## src/rtl/tdt_icg_en_ctrl.sv

```systemverilog
// ---------------------------------------------------------------------------
// tdt_icg_en_ctrl
//
// Produces the module_en input of a downstream gated clock cell. The enable
// is withdrawn after IDLE_THRESH consecutive idle cycles of the functional
// unit and restored on unit activity or a wake request. A wake request that
// found the clock gated off is acknowledged only after the enable has been
// held for WAKE_DLY cycles, so the gated clock has settled before the
// requester proceeds. Runs on the always-on clock.
//
// Ports:
//   forever_cpuclk      in   ungated clock (only clock)
//   cpurst_b            in   asynchronous active-low reset
//   cp0_yy_clk_en       in   CSR gating permission (0: enable held on)
//   pad_yy_icg_scan_en  in   scan mode (1: enable forced on, FSM held in ON)
//   unit_busy           in   activity indication from the gated unit
//   wake_req            in   level wake request, held until wake_ack seen
//   wake_ack            out  one-cycle wake acknowledge (registered)
//   module_en           out  enable to the gated clock cell (registered)
//   clk_idle            out  1 while the unit clock is gated off (registered)
// ---------------------------------------------------------------------------
module tdt_icg_en_ctrl #(
    parameter int IDLE_THRESH = 8,
    parameter int WAKE_DLY    = 2,
    parameter int CNT_W       = 4
) (
    input  logic forever_cpuclk,
    input  logic cpurst_b,
    input  logic cp0_yy_clk_en,
    input  logic pad_yy_icg_scan_en,
    input  logic unit_busy,
    input  logic wake_req,
    output logic wake_ack,
    output logic module_en,
    output logic clk_idle
);

    typedef enum logic [1:0] {
        ST_ON   = 2'b00,
        ST_OFF  = 2'b01,
        ST_WAKE = 2'b10
    } state_e;

    // Terminal counts of the shared counter for the idle and wake phases.
    localparam logic [CNT_W-1:0] IDLE_LAST = CNT_W'(IDLE_THRESH - 1);
    localparam logic [CNT_W-1:0] WAKE_LAST = CNT_W'(WAKE_DLY - 1);
    localparam logic [CNT_W-1:0] CNT_ZERO  = {CNT_W{1'b0}};
    localparam logic [CNT_W-1:0] CNT_ONE   = {{(CNT_W-1){1'b0}}, 1'b1};

    state_e           state_r;
    state_e           state_nxt_s;
    logic [CNT_W-1:0] cnt_r;
    logic [CNT_W-1:0] cnt_nxt_s;
    logic             force_on_s;
    logic             idle_s;
    logic             wake_ev_s;
    logic             ack_nxt_s;

    // Decode of the input conditions that steer the FSM.
    always_comb begin
        force_on_s = pad_yy_icg_scan_en | ~cp0_yy_clk_en;
        wake_ev_s  = unit_busy | wake_req;
        idle_s     = ~unit_busy & ~wake_req & cp0_yy_clk_en & ~pad_yy_icg_scan_en;
    end

    // Next-state and shared-counter logic.
    always_comb begin
        state_nxt_s = state_r;
        cnt_nxt_s   = cnt_r;
        case (state_r)
            ST_ON: begin
                // Any non-idle cycle (including busy on the threshold cycle,
                // scan and CSR disable) restarts the idle run.
                if (!idle_s) begin
                    state_nxt_s = ST_ON;
                    cnt_nxt_s   = CNT_ZERO;
                end else if (cnt_r == IDLE_LAST) begin
                    state_nxt_s = ST_OFF;
                    cnt_nxt_s   = CNT_ZERO;
                end else begin
                    state_nxt_s = ST_ON;
                    cnt_nxt_s   = cnt_r + CNT_ONE;
                end
            end
            ST_OFF: begin
                // Scan or CSR disable bypasses the settle window entirely.
                if (force_on_s) begin
                    state_nxt_s = ST_ON;
                    cnt_nxt_s   = CNT_ZERO;
                end else if (wake_ev_s) begin
                    state_nxt_s = ST_WAKE;
                    cnt_nxt_s   = CNT_ZERO;
                end else begin
                    state_nxt_s = ST_OFF;
                    cnt_nxt_s   = CNT_ZERO;
                end
            end
            ST_WAKE: begin
                if (force_on_s || (cnt_r == WAKE_LAST)) begin
                    state_nxt_s = ST_ON;
                    cnt_nxt_s   = CNT_ZERO;
                end else begin
                    state_nxt_s = ST_WAKE;
                    cnt_nxt_s   = cnt_r + CNT_ONE;
                end
            end
            default: begin
                state_nxt_s = ST_ON;
                cnt_nxt_s   = CNT_ZERO;
            end
        endcase
        // Ack only once the unit is fully awake; the !wake_ack term blocks
        // a second pulse on the cycle the requester is still dropping.
        ack_nxt_s = wake_req & ~wake_ack & (state_nxt_s == ST_ON);
    end

    // FSM state, counter and registered outputs.
    always_ff @(posedge forever_cpuclk or negedge cpurst_b) begin
        if (!cpurst_b) begin
            state_r   <= ST_ON;
            cnt_r     <= CNT_ZERO;
            module_en <= 1'b1;
            wake_ack  <= 1'b0;
            clk_idle  <= 1'b0;
        end else begin
            state_r   <= state_nxt_s;
            cnt_r     <= cnt_nxt_s;
            module_en <= (state_nxt_s != ST_OFF);
            wake_ack  <= ack_nxt_s;
            clk_idle  <= (state_nxt_s == ST_OFF);
        end
    end

endmodule

```

## config.mk

```make
export PLATFORM = sky130hd
export DESIGN_NAME = tdt_icg_en_ctrl
export DESIGN_NICKNAME = d
export VERILOG_FILES = /design/src/rtl/tdt_icg_en_ctrl.sv
export SDC_FILE = /design/constraint.sdc
export NUM_CORES = 1
export LEC_CHECK = 0
export ABC_AREA = 0
export BUFFER_PORTS_ARGS = -buffer_cell sky130_fd_sc_hd__buf_2
export CELL_PAD_IN_SITES_DETAIL_PLACEMENT = 1
export CELL_PAD_IN_SITES_GLOBAL_PLACEMENT = 2
export CORE_AREA = 2 2 39 41
export DETAILED_ROUTE_END_ITERATION = 8
export DIE_AREA = 0 0 41 43
export GPL_ROUTABILITY_DRIVEN = 0
export PLACE_DENSITY = 0.82
export SYNTH_ARGS = -nofsm -noshare
export SYNTH_HDL_FRONTEND = slang
export SYNTH_SLANG_ARGS = --single-unit
```

## constraint.sdc

```tcl
create_clock -name forever_cpuclk -period 2.07 [get_ports forever_cpuclk]
set_input_delay 0.1035 -clock forever_cpuclk [delete_from_list [all_inputs] [get_ports forever_cpuclk]]
set_output_delay 0.1035 -clock forever_cpuclk [all_outputs]
set_load 0.01 [all_outputs]
```

* After elaboration in Yosys (flattened, before gate mapping) *
Index checks and enable logic that the tools add are counted.

cells by class
  $add $sub $neg = 1
  equality and inequality tests = 6
  multiplexer cells = 10
  bitwise logic cells = 12
  reductions and logical operators = 3

operators by type and width
  operator                                                          count
  4-bit two-way mux                                                 3
  4-bit one-hot mux with 2 select lines                             1
  2-bit two-way mux                                                 3
  2-bit one-hot mux with 3 select lines                             1
  1-bit bitwise AND                                                 5
  1-bit inverter                                                    5
  4-bit by 1-bit adder with 4-bit output (second input constant)    1
  2-bit by 1-bit == test with 1-bit output (second input constant)  2
  4-bit by 1-bit == test with 1-bit output (second input constant)  1
  4-bit by 3-bit == test with 1-bit output (second input constant)  1
  2-bit zero test                                                   2
  2-bit == test (second input constant)                             1
  1-bit two-way mux                                                 2
  2-bit by 1-bit != test with 1-bit output (second input constant)  1
  1-bit OR                                                          2
  1-bit logical OR                                                  1

storage, ports and cells
  flip-flop bits (word level) = 9
  logic and storage cells = 37

* Logic depth before layout (Yosys ltp) *
  depth after elaboration = 8
  depth in mapped cells = 5
  depth with buffers taken out = 5

* Worst setup path before layout *
OpenSTA, ideal clock, no wires.

  kind = flip-flop to flip-flop
  start = register state_r[0]
  end = register wake_ack
  library setup time = 121 ps
  data arrival time = 973 ps
  required time = 1949 ps
  slack = 976 ps
  stages on the path, launching flop included = 4
  buffers on the path = 0
  cell sequence = dfrtp_1 -> and4bb_4 -> o21ai_4 -> and4b_1

on the way
  word-level cells in the longest chain between the ends = 4
  elaborated cells on any way between the ends = 6
  those cells by class = eq/ne: 2; mux: 1; bitwise: 1; reduce/logical: 2

RTL lines
  what                                         RTL line  RTL
  start, declared                              50        state_e state_r;
  start signal, assigned                       126       state_r <= state_nxt_s;
  2-bit == test, or another cell as far along  70        case (state_r)
  2-bit one-hot mux with 3 select lines *      70
  2-bit zero test *                            114       ack_nxt_s = wake_req & ~wake_ack & (state_nxt_s == ST_ON);
  1-bit bitwise AND *                          114
  via ack_nxt_s                                57        logic ack_nxt_s;
  end signal, assigned                         129       wake_ack <= ack_nxt_s;
  end, declared                                33        output logic wake_ack,

The timed path passes the listed nets; every way through them passes the cells marked *.

* Worst setup path after layout *
  start = register cnt_r[0]
  end = register cnt_r[0]

on the way
  word-level cells in the longest chain between the ends = 4
  elaborated cells on any way between the ends = 8
  those cells by class = add/sub: 1; eq/ne: 2; mux: 4; reduce/logical: 1

RTL lines
  what                                                                  RTL line  RTL
  start, declared                                                       52        logic [CNT_W-1:0] cnt_r;
  start signal, assigned                                                127       cnt_r <= cnt_nxt_s;
  4-bit by 1-bit adder with 4-bit output, or another cell as far along  82, 104
  4-bit two-way mux or 1-bit logical OR (tied branches)                 77, 99
  4-bit two-way mux (on tied branches)                                  74, 99
  4-bit one-hot mux with 2 select lines *                               70
  via cnt_nxt_s[0]                                                      53        logic [CNT_W-1:0] cnt_nxt_s;

Marks and branches as above.

==> flow_metrics.py <==
metrics = {
    "run_status": {
        "status": "finished, final reports clean",
    },
    "placed_design": {
        "dpl.hpwl_um": 586.1,
        "place_inst": 59,
        "io_buffer_count": 8,
        "dp_slack_ns": 0.8571,
    },
    "cells_and_area": {
        "fin_nets": 57,
        "multiInputGateArea_sq_um": 198.9,
        "stdcell_count": 64,
        "drive_gt1_frac": 0.3542,
        "layout_common_cells": "dfrtp_1, buf_2, nand2_1, a21oi_1, clkbuf_4",
        "num-fill-cells": 165,
        "syn_to_final_growth_pct": 22.25,
        "seq_area_sq_um": 226.5,
        "diodes": 0,
    },
    "timing": {
        "setup-violations-final": 0,
        "worst_pin_slew_ns": 0.2891,
        "max_freq_mhz": 835.9,
        "finClkSkew_ns": 0.004267,
        "tns_ns": 0,
        "setup_ws_ns": 0.8737,
        "fin_crit_sh": 0.5779,
        "layout_min_cycle_time_ns": 1.196,
        "final_hold_viol_count": 0,
        "rsz0062_at_grt": "no",
        "drv_slew": 0,
        "slew_headroom": 0.8071,
    },
    "pwr": {
        "p_leak_uw": 0.0002615,
        "irDropWorstVdd_mv": 0.2827,
        "p_per_area_mw_per_mm2": 643.4,
    },
    "global_route": {
        "antenna_found_initial": 0,
        "grt_max_degree": 10,
        "grt_pass1_vias": 318,
        "grt_pass1_wl_um": 1393,
        "gr-total-overflow": 0,
        "track_usage": 0.1234,
    },
    "synth": {
        "synth_top_area_share": 0.4624,
        "synth.distinct_cells": 21,
        "yosysWarningCount": 0,
        "yosysSeqAreaShare": 0.5231,
        "synth_area_leader_cell": "dfrtp_1",
        "netlist_instances": 35,
        "ys_ff_latch": 9,
        "synth_area_leaders": "dfrtp_1, dfstp_2, ha_1, and4bb_4, o21ai_4",
        "synth_area_sq_um": 432.9,
        "avgSynthCellArea_sq_um": 12.37,
        "synth_fp_nets": 43,
    },
    "route": {
        "ant_nets": 0,
        "drt_iter0_markers": 7,
        "num_vias": 318,
        "viasPerCell": 4.969,
        "drtPass1Iterations": 4,
        "wirelength_um": 821,
        "routedWlPerCell_um": 12.83,
        "drc": 0,
    },
    "clock_network": {
        "cts_setup_buffers": 0,
        "cts_tree": "built",
        "clock-sinks": 9,
        "ctsHoldBuffers": 1,
        "cts.htree.levels": 1,
        "clk_latency_ns": 0.27,
        "cts_buffers": 3,
        "clockBufferDepth": 2,
        "cts_resized": 0,
        "cts-root-buf": "clkbuf_4",
        "clk_pin_slew_ns": 0.07,
    },
    "floorplan": {
        "die-area_sq_mm": 0.001763,
        "die_y_um": 43,
        "start_util": 0.3128,
        "fp.dieW_um": 41,
        "io_pins": 9,
        "row_count": 14,
        "core_area_sq_mm": 0.001384,
    },
    "critical_path": {
        "critical_path_required_ns": 2.21,
        "crit_type": "reg -> reg",
        "crit_fanout": 4,
        "worst_setup_path_end_kind": "register",
        "crit_path_start_kind": "register",
        "cp_data_arrival_time_ns": 1.34,
    },
    "job": {
        "drv_cap": 0,
    },
    "min_path": {
        "min_path_type": "in -> reg",
    },
}
where the power goes:
part | internal (uW) | total, uW | switching (uW)
clock | 74.6 | 141 | 66.8
combinational | 9.56 | 20.3 | 10.7
sequential | 178 | 179 | 1.17
total | 262 | 341 | 78.6
final cells by class:
cell class,instances,share of cell area
timing repair buffer,9,0.09456
multi-input combinational,24,0.3759
sequential,9,0.4279
tap,16,0.03783
clock buffer,4,0.04965
inverter,2,0.01418
per-layer routing:
metal	GRT usage	up-vias	share of wire
met4	0.06000	0	0.024
met2	0.1844	8	0.48
met3	0.04712	2	0.045
li1	-	151	-
met5	0	-	0
met1	0.1480	157	0.45
Yosys cell counts (all sizes together):
cell / n
a211oi: 1
a21oi: 3
and4b: 1
and4bb: 1
dfrtp: 8
dfstp: 1
ha: 2
inv: 2
nand2: 3
nand2b: 1
nand3: 1
nand3b: 1
nor2: 2
nor3b: 1
o2111ai: 1
o21ai: 1
o21ba: 2
o21bai: 1
xnor2: 1
xor2: 1
critical path, cell delays in order (launching register included):
cell and delay (ns):
dfrtp_1 0.39, ha_1 0.20, nand2_1 0.08, o2111ai_1 0.28
a21oi_1 0.12
cells by family (layout without fill, tap and decap cells):
logic type | count (synthesis) | count (layout) | synth area share
flip-flops | 9 | 9 | 0.5231
adder cells (fa/ha/maj) | 2 | 2 | 0.05779
AND/OR/NAND/NOR | 11 | 11 | 0.1763
XOR/XNOR | 2 | 2 | 0.04047
AO/OA/AOI/OAI | 9 | 9 | 0.1850
buffers and inverters | 2 | 15 | 0.01735
registers in the layout, summed over array words and instances (netlist names):
register	flops
state_r	2
module_en	1
cnt_r	4
wake_ack	1
clk_idle	1
path summary, 6_finish.rpt:
path / start / endpoint / slack (ns) / cells past startpoint
min in group asynchronous: cpurst_b / state_r[0] / 0.21 / 2
hold reg to reg: cnt_r[0] / cnt_r[0] / 0.50 / 1
max in group asynchronous: cpurst_b / module_en / 1.61 / 2
hold / removal: wake_req / wake_ack / 0.15 / 2
setup / recovery: cnt_r[0] / cnt_r[0] / 0.87 / 4
setup reg to reg: cnt_r[0] / cnt_r[0] / 0.87 / 4
per-stage QoR:
stage                     power [uW]  cell area (sq um)  hold slack, ns    util
after floorplan                189.5              432.9         -0.1921       -
final                          340.5              529.3          0.1526  0.3825
after detailed placement       200.9              493.0        -0.03041  0.3562
after global routing           356.8              529.3          0.1591  0.3825
after CTS                      346.6              529.3          0.1568  0.3825
after global placement         200.6              493.0        -0.03683  0.3562
Power figures use the tool's default switching activity.
